$ cat config.mk
export PLATFORM = sky130hd
export DESIGN_NAME = jk_bank_driver
export DESIGN_NICKNAME = d
export VERILOG_FILES = /design/src/rtl/jk_bank_driver.sv
export SDC_FILE = /design/constraint.sdc
export NUM_CORES = 1
export LEC_CHECK = 0
export ABC_CLOCK_PERIOD_IN_PS = 3590
export CAP_MARGIN = 20
export CORE_MARGIN = 2
export CORE_UTILIZATION = 33
export DETAILED_ROUTE_END_ITERATION = 8
export SLEW_MARGIN = 20
export SYNTH_ARGS = -nofsm -noshare
export SYNTH_HDL_FRONTEND = slang
export SYNTH_SLANG_ARGS = --single-unit
$ cat constraint.sdc
create_clock -name clk -period 3.59 [get_ports clk]
set_input_delay 0.359 -clock clk [delete_from_list [all_inputs] [get_ports clk]]
set_output_delay 0.359 -clock clk [all_outputs]
set_load 0.005 [all_outputs]
$ cat src/rtl/jk_bank_driver.sv
// Drives an external bank of JK flip-flops toward a requested word, then checks the result and
// retries on mismatch. Optional macro JK_BANK_DRIVER_TOGGLE_EN selects J1K1 toggle drive.
module jk_bank_driver #(
  parameter int unsigned WIDTH     = 4,
  parameter int unsigned MAX_RETRY = 2
) (
  input  logic             clk,
  input  logic             reset_n,
  input  logic             tgt_valid,
  input  logic [WIDTH-1:0] tgt_data,
  output logic             tgt_ready,
  input  logic [WIDTH-1:0] q_fb,
  output logic [WIDTH-1:0] j,
  output logic [WIDTH-1:0] k,
  output logic             done,
  output logic             pass,
  output logic             err
);

  localparam int unsigned RetryW = (MAX_RETRY > 0) ? $clog2(MAX_RETRY + 1) : 1;
  localparam logic [RetryW-1:0] RetryMax = RetryW'(MAX_RETRY);
  localparam logic [RetryW-1:0] RetryOne = RetryW'(1);

  typedef enum logic [1:0] {
    StIdle,
    StApply,
    StSettle,
    StCheck
  } state_e;

  state_e             state_q, state_d;
  logic [WIDTH-1:0]   tgt_q, tgt_d;
  logic [RetryW-1:0]  retry_q, retry_d;
  logic               err_q, err_d;

  logic               match;
  logic [WIDTH-1:0]   j_apply;
  logic [WIDTH-1:0]   k_apply;

  assign match = (q_fb == tgt_q);

`ifdef JK_BANK_DRIVER_TOGGLE_EN
  // Only differing bits need to move; toggling them reaches the target from either side.
  assign j_apply = q_fb ^ tgt_q;
  assign k_apply = q_fb ^ tgt_q;
`else
  assign j_apply = ~q_fb & tgt_q;
  assign k_apply = q_fb & ~tgt_q;
`endif

  always_comb begin
    state_d   = state_q;
    tgt_d     = tgt_q;
    retry_d   = retry_q;
    err_d     = err_q;
    tgt_ready = 1'b0;
    j         = '0;
    k         = '0;
    done      = 1'b0;
    pass      = 1'b0;

    unique case (state_q)
      StIdle: begin
        tgt_ready = 1'b1;
        if (tgt_valid) begin
          tgt_d   = tgt_data;
          retry_d = '0;
          state_d = StApply;
        end
      end
      StApply: begin
        j       = j_apply;
        k       = k_apply;
        state_d = StSettle;
      end
      StSettle: begin
        state_d = StCheck;
      end
      StCheck: begin
        if (match) begin
          done    = 1'b1;
          pass    = 1'b1;
          state_d = StIdle;
        end else if (retry_q < RetryMax) begin
          err_d   = 1'b1;
          retry_d = retry_q + RetryOne;
          state_d = StApply;
        end else begin
          err_d   = 1'b1;
          done    = 1'b1;
          state_d = StIdle;
        end
      end
      default: begin
        state_d = StIdle;
      end
    endcase
  end

  always_ff @(posedge clk or negedge reset_n) begin
    if (!reset_n) begin
      state_q <= StIdle;
      tgt_q   <= '0;
      retry_q <= '0;
      err_q   <= 1'b0;
    end else begin
      state_q <= state_d;
      tgt_q   <= tgt_d;
      retry_q <= retry_d;
      err_q   <= err_d;
    end
  end

  assign err = err_q;

`ifndef SYNTHESIS
  a_drive_only_in_apply: assert property (@(posedge clk) disable iff (!reset_n)
    (state_q != StApply) |-> (j == '0 && k == '0));
  a_pass_needs_done: assert property (@(posedge clk) disable iff (!reset_n)
    pass |-> done);
`ifndef JK_BANK_DRIVER_TOGGLE_EN
  a_no_toggle_drive: assert property (@(posedge clk) disable iff (!reset_n)
    (j & k) == '0);
`endif
`endif

endmodule
* After elaboration in Yosys (flattened, before gate mapping)
Index checks and enable logic that the tools add are counted.
Widths: inputs -> output; s select.
** Cells by class
- $add $sub $neg :: 1
- Reductions and logical operators :: 5
- $lt $le $gt $ge :: 1
- Bitwise gates (word level) :: 5
- Mux-type cells :: 16
- Equality and inequality tests :: 7
** Operators by type and width (number)
- $and 4x4->4 :: 2
- $mux 1 :: 8
- $mux 2 :: 4
- $mux 4 :: 2
- $not 4->4 :: 2
- $pmux 2 s4 :: 1
- $ne 2x2->1 const B :: 3
- $eq 2x2->1 const B :: 2
- $eq 4x4->1 :: 1
- $pmux 2 s2 :: 1
- $reduce_and 2->1 :: 2
- $reduce_and 4->1 :: 1
- $add 2x1->2 const B :: 1
- $eq 2x1->1 const B :: 1
- $logic_not 2->1 :: 1
- $lt 2x2->1 const B :: 1
- $reduce_bool 2->1 :: 1
- $not 1->1 :: 1
** Storage, ports and cells
- Bits in registers :: 9
- Output and inout bits :: 12
- Logic and storage cells :: 39
- Bits of input ports :: 11

* Logic depth before layout (Yosys ltp)
- Depth in word-level cells :: 4
- Depth in mapped cells :: 5
- Gate-level depth less buffers :: 5

* Worst setup path before layout
OpenSTA, ideal clock, no wires.
- Kind :: in2out
- From :: input q_fb[2]
- To :: output done
- Required time :: 3.231 ns
- Stages :: 4
- Path slack :: 2.231 ns
- Path buffers :: 0
- Arrival :: 1.000 ns
- Path through :: inv_1 > ha_1 > a41oi_2 > nor2_1
** Between the ends
- Word-level cells in the longest chain between the ends :: 3
** Ends and longest elaborated chain
- start: declaration :: RTL line 12 : input logic [WIDTH-1:0] q_fb,
- $eq 4x4->1 :: RTL line 40 : assign match = (q_fb == tgt_q);
- $mux 1 :: RTL line 80 : if (match) begin
- $mux 1 :: RTL line 62 : unique case (state_q)
- end: declaration :: RTL line 15 : output logic done,
Every way passes these cells.

* Final worst setup path
- From :: input q_fb[3]
- To :: output pass
** Between the ends
- Word-level cells in the longest chain between the ends :: 3
** Ends and longest elaborated chain
- $eq 4x4->1 :: RTL line 40
- $mux 1 :: RTL line 80
- $mux 1 :: RTL line 62
- end: declaration :: RTL line 16 : output logic pass,
Every way passes these cells.

==> run_results.csv <==
group,metric,value,unit
drt,ant_nets,0,
clocking,cts_hold_buf,0,
synthesis,synth-adder-area-share,21.28,%
sta,fin_crit_sh,66.41,%
placement,dpl.hpwl,941.4,microns
sta,setup_viol,0,
synthesis,synth_top_area_share,34.82,%
die,fp.dieH,48.28,microns
die,die_w,48.28,microns
final_layout,diodes,0,
die,dieArea,2330,sq um
global_route,grt_pass1_wl,1704,microns
clocking,post_cts_buffers,0,
global_route,antenna_found_initial,0,
global_route,grt_max_degree,10,
critical_path,r2r_end,"tgt_q[1]",
die,io_pins,23,
clocking,clkTransAtPathRegs,0.06,ns
sta,drv_slew,0,
critical_path,crit_arrival,2.03,ns
clocking,htreeDepth,1,
final_layout,nNetsFinal,112,
critical_path,cp-start-kind,"input pin",
placement,place_congestion,0.7513,
sta,hold_viol_final,0,
synthesis,syn_inst,63,
synthesis,synth_warnings,0,
final_layout,num-fill-cells,175,
drt,drtPass1Iterations,3,
critical_path,rr_startpoint,"state_q[1]",
die,start_util,34.01,%
global_route,grt_pass1_vias,422,
synthesis,synth_edf_count,0,
outcome,status,"completed",
critical_path,worst-r2r-setup-slack,2.18,ns
drt,drc_errors,0,
drt,routed_via_density,4.345,
critical_path,path_max_fanout,3,
critical_path,crit_top_cell,"clkdlybuf4s50_1",
synthesis,synth-xor-area-share,0,%
synthesis,synth_top_family_by_area,"adder cells",
clocking,cts_tree,"yes",
die,num_rows,16,
sta,skew,0.001491,ns
synthesis,synth_top_flop_cell,"dfrtp_1",
critical_path,cpPeakStageDelay,0.51,ns
die,coreArea,1902,sq um
sta,max_clock_freq,419.5,MHz
sta,whs,0.3958,ns
drt,drt_wl_total,1179,microns
sta,worst_pin_slew,0.4116,ns
synthesis,synth-async-reset-ratio,100.0,%
clocking,cts_buffers,3,
placement,portBuffers,22,
clocking,clock_sinks,9,
worst_hold_path,min_path_type,"in -> async",
global_route,grt_util_all_layers,10.67,%
synthesis,yosysSeqAreaShare,34.82,%
synthesis,synth-simple-area-share,16.25,%
critical_path,critPathCapture,"pass",
clocking,worstSkewPairLatency,0.26,ns
pwr,p_leak,0.4510,nW
synthesis,synthTopCellsByCount,"ha_1, inv_1, dfrtp_1",
run,drv_cap,0,
critical_path,critPathRequiredTime,3.23,ns
critical_path,crit_type,"in -> out",
pwr,power.density,657.6,nW/um^2
synthesis,ys_seq_elements,9,
drt,drt_iter0_markers,4,
final_layout,layout-area-overhead-vs-synth,43.33,%
synthesis,syn_avg_cell_area,10.27,sq um
synthesis,synth_area_leaders,"dfrtp_1, ha_1, mux2_4, and2_1, inv_1",
synthesis,syn_nets,85,
synthesis,synth.area.mux_share,10.83,%
critical_path,startpoint,"q_fb[3]",
synthesis,ys_types,19,
pwr,ir_drop,0.3766,mV
critical_path,crit_chain,"clkdlybuf4s50_1 -> inv_1 -> ha_1 -> nand4_1 -> nor2_1 -> clkdlybuf4s50_1",
sta,period_minus_slack,2.384,ns
drt,avgRoutedWirePerCell,10.16,microns
sta,relSlewSlack,72.47,%
clocking,cts_resized,0,
critical_path,r2r.worst_path.cells,4,
drt,dr_total_vias,504,
synthesis,yosysTopAreaCell,"dfrtp_1",
clocking,cts.path.max_buffers,2,
critical_path,slowest_stage,"clkdlybuf4s50_1",
synthesis,synth_compound_area_share,10.44,%
sta,fin_setup_tns,0,ns
global_route,overflow,0,
sta,rsz0062_at_grt,"false",
clocking,cts-root-buf,"clkbuf_4",
synthesis,synth_area,646.9,sq um
final_layout,layout-drive-gt1-share,10.11,%
critical_path,endpoint_kind,"primary output",
[state kept, by name, indices dropped and copies added, names as in the netlist]
signal / count
tgt_q: 4
state_q: 2
retry_q: 2
err: 1
[stage by stage]
step	utilization, %	worst slack (ns)	total power, mW	area (sq um)	instances
floorplan	-	2.231	0.4134	646.9	63
global placement	47.37	1.206	0.5239	900.9	112
detailed placement	47.37	1.216	0.5351	900.9	112
CTS	48.75	1.195	0.6168	927.1	116
global route	48.75	1.110	0.6604	927.1	116
finish	48.75	1.206	0.6097	927.1	116
[routing by layer]
layer / global-route usage (%) / vias to the layer above / wire (microns)
li1: - / 264 / -
met1: 12.81 / 221 / 572
met2: 17.37 / 19 / 532
met3: 2.222 / 0 / 74
met4: 6.486 / 0 / 0
met5: 0 / - / 0
[worst max-delay path, delay by kind of cell]
kind | cells | cell delay, ns
buf+inv | 3 | 1.05
fa+ha+maj | 1 | 0.32
simple gates | 2 | 0.31
[logic make-up after synthesis]
family,count (synthesis)
and+or+nand+nor,18
buffers and inverters,11
adders and majority gates,11
AOI/OAI and AO/OA,9
DFF,9
muxes,5
[how the worst min path moves through the flow]
stage               end  cells past startpoint
4_1_cts        tgt_q[2]                      1
5_1_grt        tgt_q[1]                      1
3_5_place_dp        err                      1
3_3_place_gp        err                      1
2_1_floorplan       err                      0
6_report            err                      1
[power by group]
group / switching, mW / internal [mW] / total, mW
sequential: 0.0383 / 0.149 / 0.187
combinational: 0.156 / 0.188 / 0.345
clock: 0.0349 / 0.0428 / 0.0777
total: 0.230 / 0.380 / 0.610
[area by class of cell]
type	instances	area (sq um)	area share [%]
flip-flops and latches	9	225.2	24.29
well taps	27	33.78	3.644
clock buffers	4	26.28	2.834
multi-input cells	43	380.4	41.03
inverters	11	41.29	4.453
repair buffers	22	220.2	23.75
[placed cells by master, fill, tap and decap left out]
| cell type | count |
|---|---|
| o211a_1 | 1 |
| a21oi_1 | 3 |
| clkbuf_1 | 1 |
| nor2_1 | 3 |
| nand4b_1 | 1 |
| mux2i_1 | 1 |
| a31oi_1 | 1 |
| and2_1 | 8 |
| clkdlybuf4s50_1 | 22 |
| clkbuf_4 | 3 |
| nand4_1 | 1 |
| nand2_1 | 3 |
| inv_1 | 11 |
| nand2_4 | 1 |
| nand2b_1 | 1 |
| a41oi_2 | 1 |
| a21o_1 | 1 |
| o21ai_0 | 1 |
| dfrtp_1 | 9 |
| ha_1 | 11 |
| mux2_4 | 4 |
| o211ai_1 | 1 |
Power figures use the tool's default switching activity.
